==> src/rtl/pps_time_core.sv <==
// pps_time_core: PPS-domain timekeeping core.
// Holds a 64-bit timestamp with fractional rate trim, captures it on external
// events, generates a programmable PPS pulse and serves register commands
// popped from the system-to-PPS FIFO, pushing read data to the return FIFO.
//
// state   | meaning
// S_IDLE  | waiting for a command; pops one when the command FIFO is not empty
// S_FETCH | popped command word is valid; writes commit, reads are captured
// S_RESP  | read data held in rsp_data until the response FIFO accepts it
module pps_time_core #(
  parameter logic [31:0] TIME_INCR_VAL = 32'd10,
  parameter logic [31:0] PPS_COUNT_RST = 32'd120000000,
  parameter int unsigned PULSE_W       = 16
) (
  input  logic        clk,
  input  logic        reset_n,
  input  logic [35:0] cmd_data,
  input  logic        cmd_empty,
  output logic        cmd_rd_en,
  output logic [31:0] rsp_data,
  input  logic        rsp_full,
  output logic        rsp_wr_en,
  input  logic        event_in,
  input  logic        pps_in,
  output logic        pps_pulse_out
);

  typedef enum logic [1:0] {S_IDLE, S_FETCH, S_RESP} state_t;

  localparam logic [31:0] PULSE_W_L = 32'(PULSE_W);

  state_t      state;
  logic [63:0] ts;
  logic [63:0] ev;
  logic [31:0] accum;
  logic [31:0] accum_incr;
  logic [31:0] time_incr;
  logic [31:0] pps_count;
  logic [31:0] pps_ctr;
  logic [31:0] ts_shadow;
  logic [31:0] ev_shadow;
  logic        event_seen;
  logic        pps_seen;
  logic [1:0]  ev_sync;
  logic        ev_d;
  logic [1:0]  pps_sync;
  logic        pps_d;

  logic        ev_edge;
  logic        pps_edge;
  logic        cmd_wr;
  logic [2:0]  cmd_addr;
  logic        do_wr;
  logic        do_rd;
  logic        wr_pps_count;
  logic [32:0] accum_sum;
  logic [31:0] rd_val;

  assign ev_edge      = ev_sync[1] & ~ev_d;
  assign pps_edge     = pps_sync[1] & ~pps_d;
  assign cmd_wr       = cmd_data[35];
  assign cmd_addr     = cmd_data[34:32];
  assign do_wr        = (state == S_FETCH) & cmd_wr;
  assign do_rd        = (state == S_FETCH) & ~cmd_wr;
  assign wr_pps_count = do_wr & (cmd_addr == 3'd3);
  assign accum_sum    = {1'b0, accum} + {1'b0, accum_incr};

  // Pop and push strobes are decoded from state so that the popped word is
  // valid in FETCH and the push lands two cycles after the pop; the pop is
  // also gated by reset so it stays low while the core is held in reset.
  assign cmd_rd_en = reset_n & (state == S_IDLE) & ~cmd_empty;
  assign rsp_wr_en = (state == S_RESP) & ~rsp_full;

  // Two-flop synchronizers plus a delay flop for rising-edge detection.
  always_ff @(posedge clk or negedge reset_n) begin
    if (!reset_n) begin
      ev_sync  <= 2'b00;
      ev_d     <= 1'b0;
      pps_sync <= 2'b00;
      pps_d    <= 1'b0;
    end else begin
      ev_sync  <= {ev_sync[0], event_in};
      ev_d     <= ev_sync[1];
      pps_sync <= {pps_sync[0], pps_in};
      pps_d    <= pps_sync[1];
    end
  end

  // Timestamp advance: integer increment plus carry out of the trim accumulator.
  always_ff @(posedge clk or negedge reset_n) begin
    if (!reset_n) begin
      accum <= 32'd0;
      ts    <= 64'd0;
    end else begin
      accum <= accum_sum[31:0];
      ts    <= ts + {32'd0, time_incr} + {63'd0, accum_sum[32]};
    end
  end

  // Event capture and sticky status flags; a new edge wins over clear-on-read.
  always_ff @(posedge clk or negedge reset_n) begin
    if (!reset_n) begin
      ev         <= 64'd0;
      event_seen <= 1'b0;
      pps_seen   <= 1'b0;
    end else begin
      if (ev_edge) begin
        ev         <= ts;
        event_seen <= 1'b1;
      end else if (do_rd && cmd_addr == 3'd7) begin
        event_seen <= 1'b0;
      end
      if (pps_edge) begin
        pps_seen <= 1'b1;
      end else if (do_rd && cmd_addr == 3'd7) begin
        pps_seen <= 1'b0;
      end
    end
  end

  // Writable configuration registers.
  always_ff @(posedge clk or negedge reset_n) begin
    if (!reset_n) begin
      accum_incr <= 32'd0;
      pps_count  <= PPS_COUNT_RST;
      time_incr  <= TIME_INCR_VAL;
    end else if (do_wr) begin
      case (cmd_addr)
        3'd2:    accum_incr <= cmd_data[31:0];
        3'd3:    pps_count  <= cmd_data[31:0];
        3'd4:    time_incr  <= cmd_data[31:0];
        default: ;
      endcase
    end
  end

  // PPS period counter and registered pulse; the >= compare lets a shrunken
  // period wrap cleanly instead of running up to 2^32.
  always_ff @(posedge clk or negedge reset_n) begin
    if (!reset_n) begin
      pps_ctr       <= 32'd0;
      pps_pulse_out <= 1'b0;
    end else begin
      pps_pulse_out <= (pps_count != 32'd0) && (pps_ctr < PULSE_W_L);
      if (pps_count == 32'd0 || pps_edge || wr_pps_count) begin
        pps_ctr <= 32'd0;
      end else if (pps_ctr >= pps_count - 32'd1) begin
        pps_ctr <= 32'd0;
      end else begin
        pps_ctr <= pps_ctr + 32'd1;
      end
    end
  end

  // Read data multiplexer, evaluated on the FETCH cycle.
  always_comb begin
    rd_val = 32'd0;
    case (cmd_addr)
      3'd0: rd_val = ts[31:0];
      3'd1: rd_val = ts_shadow;
      3'd2: rd_val = accum_incr;
      3'd3: rd_val = pps_count;
      3'd4: rd_val = time_incr;
      3'd5: rd_val = ev[31:0];
      3'd6: rd_val = ev_shadow;
      3'd7: rd_val = {30'd0, pps_seen, event_seen};
      default: rd_val = 32'd0;
    endcase
  end

  // Command FSM; low-word reads latch the matching high word into its shadow.
  always_ff @(posedge clk or negedge reset_n) begin
    if (!reset_n) begin
      state     <= S_IDLE;
      rsp_data  <= 32'd0;
      ts_shadow <= 32'd0;
      ev_shadow <= 32'd0;
    end else begin
      case (state)
        S_IDLE: begin
          if (!cmd_empty) state <= S_FETCH;
        end
        S_FETCH: begin
          if (cmd_wr) begin
            state <= S_IDLE;
          end else begin
            rsp_data <= rd_val;
            if (cmd_addr == 3'd0) ts_shadow <= ts[63:32];
            if (cmd_addr == 3'd5) ev_shadow <= ev[63:32];
            state <= S_RESP;
          end
        end
        S_RESP: begin
          if (!rsp_full) state <= S_IDLE;
        end
        default: state <= S_IDLE;
      endcase
    end
  end

endmodule

==> config.mk <==
export PLATFORM = sky130hd
export DESIGN_NAME = pps_time_core
export DESIGN_NICKNAME = d
export VERILOG_FILES = /design/src/rtl/pps_time_core.sv
export SDC_FILE = /design/constraint.sdc
export NUM_CORES = 1
export LEC_CHECK = 0
export BUFFER_PORTS_ARGS = -buffer_cell sky130_fd_sc_hd__buf_4
export CORE_MARGIN = 8
export CORE_UTILIZATION = 35
export DETAILED_ROUTE_END_ITERATION = 8
export GPL_ROUTABILITY_DRIVEN = 0
export SLEW_MARGIN = 15
export SYNTH_ARGS = -nofsm -noshare
export SYNTH_HDL_FRONTEND = slang
export SYNTH_SLANG_ARGS = --single-unit
==> constraint.sdc <==
create_clock -name clk -period 5.6 [get_ports clk]
set_input_delay 1.12 -clock clk [delete_from_list [all_inputs] [get_ports clk]]
set_output_delay 1.12 -clock clk [all_outputs]
set_load 0.01 [all_outputs]
==> summary.md <==
| Metric | Value |
|---|---|
| Later-pin clock latency in the skew report | around 0.57 ns |
| Nets | 2045 |
| Final setup viols | 0 |
| Area Growth Syn to Fin | 14.5% |
| Vias | 15000 |
| IO Port Bufs | 76 |
| Syn. warnings | 0 |
| # DRC | 0 |
| CTS tree | done |
| Mapped Avg Cell Area | 11.2 um2 |
| Chip Width | roughly 260 um |
| Psw | 4.02 mW |
| Drt initial violations | 1350 |
| Status | finished clean |
| F_max | 190 MHz |
| First-pass GRT wire length | 90100 um |
| Critical Path End Type | register |
| Detail Route Antenna Nets | 0 |
| Max Slew Vio Count | 0 |
| Ports | 77 |
| Tot GR Track Use | 0.171 |
| Clock network fraction of total power | 0.267 |
| Final setup TNS | 0 ns |
| EDFF count, synth | 0 |
| DR vias/cell | between 5 and 6 |
| Setup CP Type | reg -> reg |
| Via count of the first global-routing pass | 15000 |
| Clock buffer depth | 3 |
| Tcrit/Tclk final | 0.938 |
| Total die area | 66700 um2 |
| Cts bufs inserted | 43 |
| Cells after Synth | 1840 |
| GRT overflow | 0 |
| Max stage delay cell, worst path | o21ai_0 |
| Power Total | 11.2 mW |
| Yosys top cell by area | dfrtp_1 |
| Max cap viols | 0 |
| Clock slew at reported path FFs | 0.06 ns |
| Core area | 58600 um2 |
| Ranking of synthesized cells by area | dfrtp_1, mux2_2, ha_1 |
| Clk_skew | approximately 0.019 ns |
| Hold Violations, Final | 0 |
| Most used cell along the critical path | fa_1 |
| Fin Hold WS | between 0.3 and 0.4 ns |
| Top-area cell type share of the netlist area | 0.466 |
| Max-slew headroom | 0.283 |
| Post-Route WL | 57800 um |
| Row cnt | slightly below 90 |
| Pint | roughly 7.2 mW |
| Clock tree sinks | 395 |
| Layout cell share with drive strength beyond 1 | 0.235 |
| DP HPWL | 42100 um |
| Commonest non-fill, non-tap cell in the layout | dfrtp_1 |
| Sequential share of the synthesized area | 0.482 |
| Leading registers by flop count | ev (64), ts (64) |
| Switching share of power | 0.357 |
| CP Launch Type | register |
| Cell Pwr Density | 478 nW/um2 |
| Predominant post-synthesis flop cell | dfrtp_1 |
| Final Util | 0.402 |
| H-tree Lvls | 2 |
| Worst IR Drop VDD | around 0.26 mV |
| Net count after synthesis | 1982 |
| Crit Path Max Fanout | 4 |
| Worst-margin pin slew | 1.08 ns |
| Buf/Inv on CP | 2 |
| RSZ-0062 raised after global routing | false |
| Mapped Area | 20600 um2 |
| Synth async-reset ratio | 1.00 |
| Sequential share of power | 0.379 |
| Initial Util | 0.351 |
| Postcts setup bufs | 0 |
| Initial antenna violation count | 0 |
| Crit path max-delay family | compound AO/OA/AOI/OAI gates |
| Tmin final | 5.25 ns |
| Synthesized flop and latch total | a little under 400 |
| # fillers | 5599 |
| Static Leak | 10.8 nW |
| Hold Crit Class | reg -> reg |
| Die Ht | 258 um |
| Most frequent cells in the layout | dfrtp_1, mux2_2, nand2_1, buf_4, o21ai_0 |
| Drt wl/cell | about 21 um |
| N_diodes | 0 |
| CTS root buf | clkbuf_16 |
| Unique cell type count in the Yosys netlist | 63 |
| Worst path max stage delay | 0.45 ns |
| Combinational share of power | 0.355 |
| DRT Pass-1 Iters | 5 |
| Largest net degree at the start of global routing | 154 |
| Data arrival, critical path | between 5 and 6 ns |
| Worst path cell trace | ha_1 -> fa_1 -> a211oi_2 -> o21bai_1 -> a211oi_2 -> o211a_1 -> nor2_2 -> a31oi_1 -> o31ai_2 -> a31oi_1 -> buf_4 -> fa_1 -> fa_1 -> nand2b_1 -> a21oi_1 -> o41ai_1 -> buf_4 -> o211ai_1 -> o21ai_0 -> o21ai_0 -> nand3_1 -> xnor2_1 |
| Req. time, crit path | approximately 6 ns |
==> area by class of cell <==
type / count / area (um2) / share of cell area
clock buffers: 63 / 1270 / 0.0541
clock inverters: 16 / 224 / 0.00952
inverters: 33 / 124 / 0.00526
multi-input cells: 1323 / 10200 / 0.434
flip-flops and latches: 395 / 9900 / 0.421
well taps: 773 / 967 / 0.0411
repair buffers: 107 / 823 / 0.0350
==> worst register-to-register path, cell delays in order (launching register included) <==
cell and delay (ns):
dfrtp_1 0.36, ha_1 0.22, fa_1 0.28, a211oi_2 0.10, o21bai_1 0.23, a211oi_2 0.13, o211a_1 0.25, nor2_2 0.19
a31oi_1 0.15, o31ai_2 0.31, a31oi_1 0.14, buf_4 0.17, fa_1 0.40, fa_1 0.41, nand2b_1 0.18, a21oi_1 0.19
o41ai_1 0.11, buf_4 0.16, o211ai_1 0.17, o21ai_0 0.16, o21ai_0 0.45, nand3_1 0.18, xnor2_1 0.17
==> cell usage after synthesis, types with 4 or more instances <==
master / count
a221o_1: 26
xnor2_1: 102
buf_1: 10
a221oi_1: 7
ha_1: 97
nand2_1: 111
nor4_1: 12
a21oi_1: 95
o2111ai_1: 6
o21a_1: 7
dfstp_2: 12
inv_1: 33
o21ai_0: 103
nor3_1: 56
nor2b_1: 12
a31oi_1: 18
or3_1: 7
and4_1: 4
mux2_2: 240
o21bai_1: 10
a211oi_1: 9
clkbuf_1: 74
o22a_1: 4
or2_2: 6
nand3_1: 35
nand4_1: 34
o211ai_1: 5
and2_1: 8
nand2b_1: 12
a21boi_0: 6
dfrtp_1: 383
o221ai_1: 20
mux2i_1: 23
xor2_1: 45
or4_1: 4
and3_1: 22
a21o_1: 47
a22oi_1: 6
nor2_1: 86
==> stage by stage <==
step | cells | setup WS (ns) | area (um2)
4_1_cts | 2710 | 0.204 | 23500
2_1_floorplan | 1840 | 0.834 | 20600
6_report | 2710 | 0.350 | 23500
3_3_place_gp | 2631 | 0.408 | 22000
3_5_place_dp | 2631 | 0.293 | 22000
5_1_grt | 2710 | 0.0116 | 23500
==> layer usage <==
metal	up-vias	routed length, um	track usage
li1	6844	-	-
met1	7603	25800	0.230
met2	417	27200	0.278
met3	98	3050	0.0265
met4	0	1870	0.0619
met5	-	0	0
==> repair_timing <==
item                                   CTS  global route
setup endpoints to repair                0            24
endpoints found under the hold margin    0             0
resized for setup                        0             4
hold buffers                             0             0
==> cell families (layout without fill, tap and decap cells) <==
family / after synthesis / after routing / share of synthesized area
xor gates and xnor gates: 147 / 147 / 0.0626
DFF: 395 / 395 / 0.482
adders and majority gates: 100 / 100 / 0.0620
and+or+nand+nor: 421 / 421 / 0.102
AOI/OAI and AO/OA: 390 / 390 / 0.124
muxes: 265 / 265 / 0.145
buffers and inverters: 122 / 219 / 0.0235
==> final timing paths <==
kind	startpoint	end	slack, ns	cells past startpoint
setup reg to reg	accum_incr[0]	ts[34]	0.35	22
min in group asynchronous	reset_n	pps_count[15]	0.53	1
max in group asynchronous	reset_n	ev[41]	3.27	3
hold / removal	pps_sync[0]	pps_sync[1]	0.35	0
setup / recovery	accum_incr[0]	ts[34]	0.35	22
hold reg to reg	pps_sync[0]	pps_sync[1]	0.35	0
==> power groups by stage <==
| stage | clock [mW] | sequential [mW] | combinational, mW |
|---|---|---|---|
| after global routing | 3.19 | 4.34 | 4.41 |
| after floorplan | 0 | 4.06 | 2.86 |
| after CTS | 3.08 | 4.24 | 3.96 |
| after detailed placement | 0 | 4.29 | 3.93 |
| final | 3.00 | 4.26 | 3.99 |
| after global placement | 0 | 4.25 | 3.85 |
Note: power is estimated with default switching activity, not from simulation.
